==> config.mk <==
export PLATFORM = sky130hd
export DESIGN_NAME = l2_req_ctrl
export DESIGN_NICKNAME = d
export VERILOG_FILES = /design/src/rtl/l2_req_ctrl.sv
export SDC_FILE = /design/constraint.sdc
export NUM_CORES = 1
export LEC_CHECK = 0
export CAP_MARGIN = 10
export CORE_MARGIN = 5
export CORE_UTILIZATION = 50
export CTS_CLUSTER_SIZE = 12
export DETAILED_ROUTE_END_ITERATION = 8
export GPL_ROUTABILITY_DRIVEN = 0
export GPL_TIMING_DRIVEN = 0
export PLACE_DENSITY = 0.8
export SYNTH_ARGS = -nofsm -noshare
export SYNTH_HDL_FRONTEND = slang
export SYNTH_SLANG_ARGS = --single-unit
==> constraint.sdc <==
create_clock -name clock -period 2.9 [get_ports clock]
set_input_delay 0.87 -clock clock [delete_from_list [all_inputs] [get_ports clock]]
set_output_delay 0.87 -clock clock [all_outputs]
set_load 0.01 [all_outputs]
==> src/rtl/l2_req_ctrl.sv <==
// L2-side request controller: accepts fills and writebacks from the L1 miss FSM,
// services fills first (with writeback-buffer forwarding) over a req/ack memory port.
module l2_req_ctrl #(
  parameter int ADDR_W  = 32,
  parameter int LINE_W  = 128,
  parameter int TIMEOUT = 64
) (
  input  logic              clock,
  input  logic              reset,
  input  logic              valid_l2,
  input  logic              rw_l2,
  input  logic [ADDR_W-1:0] addr_in,
  input  logic [LINE_W-1:0] wdata_in,
  output logic              stall_l2,
  output logic              done_l2,
  output logic [LINE_W-1:0] rdata_out,
  output logic              mem_req,
  output logic              mem_we,
  output logic [ADDR_W-1:0] mem_addr,
  output logic [LINE_W-1:0] mem_wdata,
  input  logic              mem_ack,
  input  logic [LINE_W-1:0] mem_rdata,
  output logic              err
);

  localparam int CNT_W = (TIMEOUT > 2) ? $clog2(TIMEOUT) : 1;
  localparam logic [CNT_W-1:0] TCNT_LAST = CNT_W'(TIMEOUT - 1);

  typedef enum logic [2:0] {
    IDLE     = 3'd0,
    RD_ISSUE = 3'd1,
    RD_WAIT  = 3'd2,
    RESP     = 3'd3,
    WR_ISSUE = 3'd4,
    WR_WAIT  = 3'd5
  } state_t;

  state_t            state;
  logic              rd_pend;
  logic [ADDR_W-1:0] rd_addr;
  logic              wb_valid;
  logic [ADDR_W-1:0] wb_addr;
  logic [LINE_W-1:0] wb_data;
  logic [LINE_W-1:0] line_buf;
  logic [CNT_W-1:0]  tcnt;

  logic rd_take;
  logic wr_take;
  logic req_bad;
  logic fwd_hit;

  assign rd_take  = valid_l2 & ~rw_l2 & ~rd_pend;
  assign wr_take  = valid_l2 &  rw_l2 & ~wb_valid;
  assign req_bad  = valid_l2 & ~(rd_take | wr_take);
  assign fwd_hit  = wb_valid & (wb_addr == rd_addr);
  assign stall_l2 = rd_pend | wb_valid;

  // Request capture and service FSM; an IDLE read is dispatched on its capture edge.
  always_ff @(posedge clock) begin
    if (reset) begin
      state     <= IDLE;
      rd_pend   <= 1'b0;
      rd_addr   <= '0;
      wb_valid  <= 1'b0;
      wb_addr   <= '0;
      wb_data   <= '0;
      line_buf  <= '0;
      tcnt      <= '0;
      done_l2   <= 1'b0;
      rdata_out <= '0;
      mem_req   <= 1'b0;
      mem_we    <= 1'b0;
      mem_addr  <= '0;
      mem_wdata <= '0;
      err       <= 1'b0;
    end else begin
      done_l2 <= 1'b0;
      if (req_bad) begin
        err <= 1'b1;
      end
      if (rd_take) begin
        rd_pend <= 1'b1;
        rd_addr <= addr_in;
      end
      if (wr_take) begin
        wb_valid <= 1'b1;
        wb_addr  <= addr_in;
        wb_data  <= wdata_in;
      end
      case (state)
        IDLE: begin
          if (rd_pend || rd_take) begin
            state <= RD_ISSUE;
          end else if (wb_valid) begin
            state <= WR_ISSUE;
          end else begin
            state <= IDLE;
          end
        end
        RD_ISSUE: begin
          if (fwd_hit) begin
            line_buf <= wb_data;
            state    <= RESP;
          end else begin
            mem_req  <= 1'b1;
            mem_we   <= 1'b0;
            mem_addr <= rd_addr;
            tcnt     <= '0;
            state    <= RD_WAIT;
          end
        end
        RD_WAIT: begin
          if (mem_ack) begin
            line_buf <= mem_rdata;
            mem_req  <= 1'b0;
            state    <= RESP;
          end else if (tcnt == TCNT_LAST) begin
            line_buf <= '0;
            mem_req  <= 1'b0;
            err      <= 1'b1;
            state    <= RESP;
          end else begin
            tcnt <= tcnt + CNT_W'(1);
          end
        end
        RESP: begin
          done_l2   <= 1'b1;
          rdata_out <= line_buf;
          rd_pend   <= 1'b0;
          state     <= IDLE;
        end
        WR_ISSUE: begin
          mem_req   <= 1'b1;
          mem_we    <= 1'b1;
          mem_addr  <= wb_addr;
          mem_wdata <= wb_data;
          tcnt      <= '0;
          state     <= WR_WAIT;
        end
        WR_WAIT: begin
          if (mem_ack) begin
            mem_req  <= 1'b0;
            wb_valid <= 1'b0;
            state    <= IDLE;
          end else if (tcnt == TCNT_LAST) begin
            mem_req  <= 1'b0;
            wb_valid <= 1'b0;
            err      <= 1'b1;
            state    <= IDLE;
          end else begin
            tcnt <= tcnt + CNT_W'(1);
          end
        end
        default: begin
          mem_req <= 1'b0;
          state   <= IDLE;
        end
      endcase
    end
  end

endmodule

# After elaboration in Yosys (flattened, before gate mapping)
# Index checks and enable logic that the tools add are counted.
# word_totals
elab_cells	89
reg_bits	623
inputBits	293
out_inout_bits	293
# classes
n_reduce_logical	13
bitwise	13
eq_ne	14
add_sub_neg	1
muxes	33
# op_table
operator	count
$mux W128	3
$pmux W128 S2	1
$pmux W32 S2	1
$eq A32 B32 Y1	1
$mux W32	1
$mux W3	6
$mux W6	3
$pmux W6 S3	1
$pmux W3 S5	1
$mux W1	14
$ne A2 B2 Y1 const B	4
$add A6 B1 Y6 const B	1
$and A1 B1 Y1	6
$eq A3 B2 Y1 const B	2
$eq A3 B3 Y1 const B	2
$eq A6 B6 Y1 const B	1
$ne A3 B3 Y1 const B	2
$reduce_and A3 Y1	2
$reduce_or A2 Y1	3
$not A1 Y1	5
$pmux W1 S4	1
$reduce_and A2 Y1	2
$reduce_and A4 Y1	1
$reduce_bool A2 Y1	2
other kinds (7)	8

# Longest topological paths before layout
# depth
depth_word	10
depth_mapped	8

# Worst setup path before layout
# OpenSTA, ideal clock, no wires.
# synth_timing
kind	in2reg
start	input port reset
end	register mem_wdata[100]
arrival_time_ns	2.237
cell_stages	6
required_ns	2.768
setup_slack_ns	0.530
n_path_buf	5
path_cell_list	clkbuf_1 clkbuf_1 clkbuf_1 clkbuf_1 clkbuf_1 a21oi_1
# synth_lines
element	line	text
start: declaration	9	input logic reset,
end signal: assignment	136	mem_wdata <= wb_data;
end: declaration	20	output logic [LINE_W-1:0] mem_wdata,
# No word-level cell between the ends.

# Final worst setup path
# layout_timing
start	input port reset
end	register wb_data[88]
# layout_lines
element	line	text
end signal: assignment	88	wb_data <= wdata_in;
end: declaration	43	logic [LINE_W-1:0] wb_data;
# No word-level cell between the ends.

==> impl_metrics.yaml <==
critical_path:
  start_kind: "input pin"
  cpPeakStageDelay_ns: 0.54
  path_common_cell: "clkbuf_1"
  required_ns: 3.33
  arrival_ns: 3.28
  r2r_slack_ns: 0.08
  critical-path-slowest-cell: "clkbuf_1"
  reg2reg_from: "wb_addr[17]"
  path_class: "input pin to flop"
  reg2reg_depth: 7
  path_cells: "clkbuf_1 -> clkbuf_2 -> clkbuf_1 -> clkbuf_2 -> clkbuf_1 -> a21oi_1"
  cp-end-kind: "flop"
  r2r-end: "mem_addr[24]"
  crit_fanout: 10
hold_path:
  whs_path_depth: 2
  hp-class: "flop to flop"
  hold_end: "mem_wdata[121]"
  hold_start: "mem_wdata[121]"
clock_tree:
  ctsHoldBuffers: 0
  path_clk_slew_ns: 0.06
  cts_root_buf: "clkbuf_16"
  htree_levels: 3
  cts_tree: "built"
  cts_setup_buffers: 0
  clockBufferDepth: 3
  clock_sinks: 623
  clock_latency_ns: 0.59
  cts_buffers: 67
power:
  comb_power_share: 0.116
  power_frac_seq: 0.464
  p_per_area_nw_per_um2: 581
  switchingPower_mw: 4.82
  clock_power_share: 0.420
  leakage_nw: 12.3
  power.internal_mw: 14.6
  peakVddDrop_mv: 0.382
  p_sw_frac: 0.248
routing:
  drt-total-wl_mm: 90.5
  ant_nets: 0
  vias: 23600
  routed_via_density: 5.62
  dr.pass1.iters: 6
  dr.first_iter.drc_count: 2013
  drc: 0
  routedWlPerCell_um: 21.6
yosys:
  synth_edf_count: 0
  yosys_warnings: 0
  yosys.area.top_type: "dfxtp_1"
  synthFlopType: "dfxtp_1"
  synth_cell_types: 48
  avgSynthCellArea_sq_um: 8.68
  synth_top_area_share: 0.506
  synth-seq-cells: 623
  seq_area_frac_synth: 0.506
  synthCells: 2839
  syn_nets: 3133
  synth_area_leaders: "dfxtp_1 51%, nand2_1 12%, a21oi_1 9.4%"
  syn_area_sq_um: 24600
  yosysMostFrequentCell: "nand2_1"
  yosys-top-cells-count: "781 x nand2_1, 623 x dfxtp_1, 463 x a21oi_1"
  async_flop_share: 0
final_layout:
  drive_gt1_frac: 0.0715
  nets: 3784
  fin_cells: 4197
  stdcell_area_sq_um: 33400
  area_growth_pct: 35.7
  nFillCells: 3832
grt:
  grt_max_degree: 13
  top_usage_layer: "met2"
  use_met3: 0.0807
  overflow: 0
  grt_pass1_vias: 23300
  antenna_found_initial: 11
  met2_usage: 0.527
  grt_pass1_wl_mm: 134
  grtUsageMet1: 0.387
  grt_use_total: 0.318
sta:
  fin_skew_ns: 0.0143
  slew_headroom: 0.191
  setup_tns_ns: 0
  fmax_mhz: 351
  setup_viol_count_final: 0
  period_needed_ns: 2.85
  rsz0062_at_grt: "false"
  worst_pin_slew_ns: 1.21
  fin_crit_sh: 0.983
  slew_viol_final: 0
  hold_viol: 0
  holdWs_ns: 0.455
floorplanning:
  die_area_sq_um: 53800
  die_w_um: 232
  coreArea_sq_um: 48800
  die_h_um: 232
  initial_core_util: 0.504
  rows: 81
  io_pins: 586
flow_run:
  drv_cap: 0
place:
  placed_cell_area_sq_um: 31300
  dp_hpwl_mm: 67.9
  port_buffers: 583
  placedCellCount: 4086
status:
  status: "finished, final reports clean"
## final cells by class
class | instances | area [sq um] | area share
flip-flops and latches | 623 | 12500 | 0.373
multi-input cells | 1965 | 11100 | 0.333
repair buffers | 583 | 5840 | 0.175
clock buffers | 100 | 2010 | 0.0600
plain buffers | 236 | 1030 | 0.0308
well taps | 664 | 831 | 0.0249
clock inverters | 5 | 58.8 | 0.00176
inverters | 14 | 52.6 | 0.00157
diodes | 7 | 17.5 | 0.000524
## what timing repair did
action | CTS | global route
cloned | 0 | 0
gates resized for setup | 16 | 21
setup endpoints to repair | 451 | 159
## cells by family (layout without fill, tap and decap cells)
group | after synthesis | count (layout) | share of synthesized area
compound gates | 651 | 651 | 0.162
xor+xnor | 27 | 27 | 0.00960
fa+ha+maj | 1 | 1 | 0.000508
buf+inv | 251 | 938 | 0.0424
flops | 623 | 623 | 0.506
mux | 129 | 129 | 0.0772
other cells | 0 | 7 | 0
simple gates | 1157 | 1157 | 0.202
## per-stage QoR
stage | utilization | setup slack (ns) | total power, mW
floorplan | - | 0.530 | 10.2
global placement | 0.641 | -1.25 | 11.3
detailed placement | 0.641 | -1.30 | 11.4
CTS | 0.684 | 0.0276 | 19.5
global route | 0.684 | 0.00749 | 20.0
finish | 0.684 | 0.0492 | 19.4
## routing by layer
layer  share of wire  wire length (um)
met3           0.093              8430
met4           0.053              4800
met5         0.00052                47
met2            0.47             42600
met1            0.38             34700
## flip-flops by register name, indices dropped and copies added (netlist names)
register   flops
wb_valid       1
line_buf     128
wb_addr       32
mem_we         1
wb_data      128
rd_pend        1
rd_addr       32
state          3
mem_addr      32
err            1
rdata_out    128
tcnt           6
mem_req        1
mem_wdata    128
done_l2        1
## how the worst max path moves through the flow
stage | slack, ns | to | from
global placement | -1.25 | mem_wdata[5] | reset
global route | 0.007 | mem_wdata[75] | reset
finish | 0.05 | wb_data[88] | reset
detailed placement | -1.30 | wb_data[1] | reset
floorplan | 0.53 | mem_wdata[100] | reset
CTS | 0.03 | wb_data[62] | valid_l2
## power groups by stage
stage,sequential [mW],combinational [mW],clock [mW]
2_1_floorplan,9.17,1.07,0
3_3_place_gp,9.17,2.15,0
3_5_place_dp,9.18,2.19,0
4_1_cts,9.00,2.22,8.24
5_1_grt,9.02,2.40,8.60
6_report,9.00,2.25,8.16
## critical path, delay by kind of cell
kind | cells | cell delay, ns
buffers and inverters | 5 | 2.29
AOI/OAI and AO/OA | 1 | 0.11
## layout by cell type (no fill, tap or decap), types with 4 or more instances in the layout
| master | count |
|---|---|
| nand3_1 | 134 |
| nor4_1 | 4 |
| xor2_1 | 15 |
| buf_6 | 12 |
| a22o_1 | 129 |
| nor2_1 | 67 |
| buf_2 | 6 |
| buf_1 | 24 |
| clkbuf_8 | 12 |
| nand2b_1 | 10 |
| clkbuf_2 | 14 |
| a211oi_1 | 4 |
| o21ai_0 | 6 |
| clkdlybuf4s50_1 | 583 |
| xnor2_1 | 12 |
| o221a_1 | 32 |
| clkbuf_1 | 191 |
| inv_1 | 14 |
| mux2_1 | 8 |
| nand2_1 | 781 |
| nor3_1 | 6 |
| diode_2 | 7 |
| dfxtp_1 | 623 |
| a21oi_1 | 463 |
| nor2b_1 | 133 |
| mux2_4 | 120 |
| clkbuf_16 | 71 |
(Power assumes the default switching activity.)
==> patch 1, RTL diff (same flow settings) <==
The 6 states of `state_t` get a one-hot encoding in 6 bits.
--- a/src/rtl/l2_req_ctrl.sv
+++ b/src/rtl/l2_req_ctrl.sv
@@ -26,13 +26,13 @@
   localparam int CNT_W = (TIMEOUT > 2) ? $clog2(TIMEOUT) : 1;
   localparam logic [CNT_W-1:0] TCNT_LAST = CNT_W'(TIMEOUT - 1);
 
-  typedef enum logic [2:0] {
-    IDLE     = 3'd0,
-    RD_ISSUE = 3'd1,
-    RD_WAIT  = 3'd2,
-    RESP     = 3'd3,
-    WR_ISSUE = 3'd4,
-    WR_WAIT  = 3'd5
+  typedef enum logic [5:0] {
+    IDLE     = 6'b000001,
+    RD_ISSUE = 6'b000010,
+    RD_WAIT  = 6'b000100,
+    RESP     = 6'b001000,
+    WR_ISSUE = 6'b010000,
+    WR_WAIT  = 6'b100000
   } state_t;
 
   state_t            state;
Behaviour: same outputs for any inputs over 4 cycles, from zero or initial values and one cycle with reset high; so few cycles prove little.
==> patch 1 against the original RTL <==
  * The flow now finishes with violations (design-rule violations)
  * Setup slack better by 45 ps
  * Synthesized area shrank 3.4%
  * Largest cell class unchanged
  * Cell area decreased by 2.6%
  * Total power down 4.8%
  * Sequential cell count is 3 higher
  * Clock skew up 0.89 ps
  * Critical path depth grew 1
  * Utilization increased by 0.21 points
  * Routed wire length down 0.99%
==> patch 1: results <==
<?xml version="1.0" encoding="UTF-8"?>
<metrics>
  <group name="run_status">
    <metric name="outcome" unit="">finished, violations left</metric>
    <metric name="violations" unit="">design-rule violations</metric>
  </group>
  <group name="clock_network">
    <metric name="post_cts_resize_count" unit="">11</metric>
    <metric name="clkSinkCount" unit="">626</metric>
  </group>
  <group name="layout">
    <metric name="num-nonclk-buffers" unit="">852</metric>
    <metric name="multi_input_area" unit="um^2">10300</metric>
    <metric name="bufAreaShareNonClock" unit="">0.214</metric>
    <metric name="clockBufferCount" unit="">98</metric>
    <metric name="areaGrowthSynthToFinish" unit="%">36.9</metric>
    <metric name="seq_area" unit="um^2">12500</metric>
    <metric name="fillers" unit="">3939</metric>
    <metric name="multi_input_gates" unit="">2100</metric>
    <metric name="post_route_cells_drive_above_1_share" unit="">0.0380</metric>
    <metric name="insertedDiodeCount" unit="">3</metric>
    <metric name="final.signal_inverter_count" unit="">2</metric>
  </group>
  <group name="placed_design">
    <metric name="place_hpwl" unit="mm">66.6</metric>
    <metric name="buffer_ports.inserted" unit="">584</metric>
  </group>
  <group name="critical_path">
    <metric name="cp_data_arrival_time" unit="ps">3320</metric>
    <metric name="worst_path_max_delay_cell" unit="">clkbuf_2</metric>
    <metric name="timing.critical_path.slowest_cell_delay" unit="ps">570</metric>
  </group>
  <group name="power">
    <metric name="power.ir.vdd_worst" unit="V">0.000575</metric>
    <metric name="p_per_area" unit="nW/um^2">567</metric>
    <metric name="p_leak" unit="nW">11.6</metric>
  </group>
  <group name="drt">
    <metric name="first_iter_violations" unit="">2094</metric>
    <metric name="first_pass_iters" unit="">9</metric>
    <metric name="route.vias.total" unit="">24200</metric>
    <metric name="met1Wirelength" unit="mm">34.7</metric>
    <metric name="route.final.wire_length" unit="mm">89.6</metric>
    <metric name="remaining_drc_errors" unit="">9</metric>
  </group>
  <group name="global_route">
    <metric name="use_met2" unit="">0.539</metric>
    <metric name="global_route.usage.met1" unit="">0.392</metric>
    <metric name="grt_pass1_wl" unit="mm">133</metric>
    <metric name="groute.usage.overall" unit="">0.324</metric>
  </group>
  <group name="timing">
    <metric name="final.setup_skew" unit="ps">15.2</metric>
  </group>
  <group name="synth">
    <metric name="yosysSeqAreaShare" unit="">0.527</metric>
  </group>
</metrics>
## patch 1: cell families after synthesis
kind of cell | after synthesis | share of synthesized area
compound gates | 767 | 0.185
xor+xnor | 31 | 0.0114
fa+ha+maj | 1 | 0.000526
buf+inv | 266 | 0.0428
flops | 626 | 0.527
simple gates | 1301 | 0.233
## patch 1: path summary, 6_finish.rpt
check        cells past startpoint  slack, ps              to         start
max                              7         90     wb_addr[22]      valid_l2
min                              2        450   rdata_out[89]  line_buf[89]
max reg2reg                      8        220  mem_wdata[120]      state[5]
min reg2reg                      2        450   rdata_out[89]  line_buf[89]
## patch 1: through the flow
step	cells	setup WS, ps	util
after floorplan	2992	695	-
after global placement	4191	-1350	0.641
after detailed placement	4194	-1360	0.642
after CTS	4295	17.7	0.685
after global routing	4299	34.3	0.686
final	4301	94.4	0.686
## patch 1: power by group
| part | internal, mW | switching [mW] |
|---|---|---|
| Combinational | 0.661 | 0.757 |
| Sequential | 8.78 | 0.148 |
| Clock | 4.74 | 3.39 |
| Total | 14.2 | 4.29 |
==> patch 2, RTL diff (same settings) <==
Made on the original files. The parameter `LINE_W` goes from 128 to 192.
--- a/src/rtl/l2_req_ctrl.sv
+++ b/src/rtl/l2_req_ctrl.sv
@@ -2,7 +2,7 @@
 // services fills first (with writeback-buffer forwarding) over a req/ack memory port.
 module l2_req_ctrl #(
   parameter int ADDR_W  = 32,
-  parameter int LINE_W  = 128,
+  parameter int LINE_W  = 192,
   parameter int TIMEOUT = 64
 ) (
   input  logic              clock,
Ports: changed (resized mem_rdata, mem_wdata, rdata_out and wdata_in); port bits go from 586 to 842. The function was not compared with the original's and may differ.
==> patch 2 against the original RTL <==
  * Cell area is 39% higher
  * Total power rose by 38%
  * Global-route usage grew 3.9 points
  * Die area grew 36%
  * Sequential cell count up 256
  * Setup slack lost 23 ps
  * Routed wire length is 52% higher
  * Synthesized area rose by 37%
  * Clock skew rose by 4.2 ps
  * Final cell count up 39%
==> patch 2: results <==
<?xml version="1.0" encoding="UTF-8"?>
<metrics>
  <group name="critical_path">
    <metric name="worst_setup_path_startpoint" unit="">valid_l2</metric>
    <metric name="cp_data_arrival_time" unit="ps">3430</metric>
    <metric name="critical_path.reg2reg.startpoint" unit="">wb_addr[16]</metric>
    <metric name="critPathCapture" unit="">wb_data[167]</metric>
    <metric name="timing.critical_path.slowest_cell_delay" unit="ps">620</metric>
  </group>
  <group name="layout">
    <metric name="finish.net_count" unit="">5312</metric>
    <metric name="post_route_cells_drive_above_1_share" unit="">0.0467</metric>
    <metric name="fillers" unit="">5258</metric>
  </group>
  <group name="global_route">
    <metric name="maximum_number_of_pins_on_one_net_before_global_route_repair" unit="">16</metric>
    <metric name="grt_pass1_wl" unit="mm">201</metric>
    <metric name="grt_pass1_vias" unit="">32500</metric>
    <metric name="grt_antenna_before_repair" unit="">32</metric>
    <metric name="groute.usage.overall" unit="">0.357</metric>
  </group>
  <group name="timing">
    <metric name="worstMarginPinSlew" unit="ps">1050</metric>
    <metric name="worst_hold_slack" unit="ps">447</metric>
    <metric name="min_period_over_period" unit="">0.991</metric>
    <metric name="final.setup_skew" unit="ps">18.4</metric>
  </group>
  <group name="placed_design">
    <metric name="post_placement_cell_area" unit="um^2">43400</metric>
    <metric name="buffer_ports.inserted" unit="">841</metric>
    <metric name="place_hpwl" unit="mm">106</metric>
  </group>
  <group name="power">
    <metric name="power.clock.fraction" unit="">0.416</metric>
    <metric name="power.share.combinational" unit="">0.111</metric>
    <metric name="switchingPower" unit="mW">6.82</metric>
  </group>
  <group name="run_status">
    <metric name="outcome" unit="">finished clean</metric>
  </group>
  <group name="synth">
    <metric name="synthesis.nets" unit="">4373</metric>
    <metric name="netlist-cell-type-count" unit="">44</metric>
    <metric name="synthesis.area_per_instance" unit="um^2">8.56</metric>
    <metric name="synthAdderAreaFrac" unit="">0.000370</metric>
    <metric name="yosys.area_share.xor_xnor" unit="">0.00596</metric>
    <metric name="synth_commonest_cells" unit="">nand2_1, dfxtp_1, a21oi_1</metric>
  </group>
  <group name="drt">
    <metric name="post_drt_wl_per_cell" unit="um">23.6</metric>
  </group>
  <group name="min_path">
    <metric name="min_delay_worst_endpoint" unit="">rdata_out[134]</metric>
    <metric name="hold-path-cell-count" unit="">1</metric>
    <metric name="worstHoldStart" unit="">line_buf[134]</metric>
  </group>
  <group name="clock_network">
    <metric name="clock_latency" unit="ps">640</metric>
  </group>
</metrics>
## patch 2: final cells by class
cell class                 instances  share of cell area
antenna                           29             0.00157
buffer                           331              0.0316
clock buffer                     133              0.0573
clock inverter                    15             0.00256
inverter                          12            0.000972
multi-input combinational       2727               0.319
sequential                       879               0.380
tap                              873              0.0236
timing repair buffer             849               0.183
## patch 2: per-layer routing
| metal | routed length [um] | global-route usage | vias up | share of wire |
|---|---|---|---|---|
| met1 | 49400 | 0.399 | 15700 | 0.36 |
| met2 | 64500 | 0.598 | 1741 | 0.47 |
| met3 | 13900 | 0.112 | 470 | 0.10 |
| li1 | - | - | 15200 | - |
| met5 | 136 | 0 | - | 0.00099 |
| met4 | 10000 | 0.218 | 18 | 0.073 |
## patch 2: what timing repair did
| action | in CTS | in global routing |
|---|---|---|
| endpoints found under the setup margin | 767 | 676 |
| setup buffers | 0 | 4 |
| pin swaps | 1 | 2 |
| hold buffers | 0 | 0 |
| resized for setup | 22 | 67 |
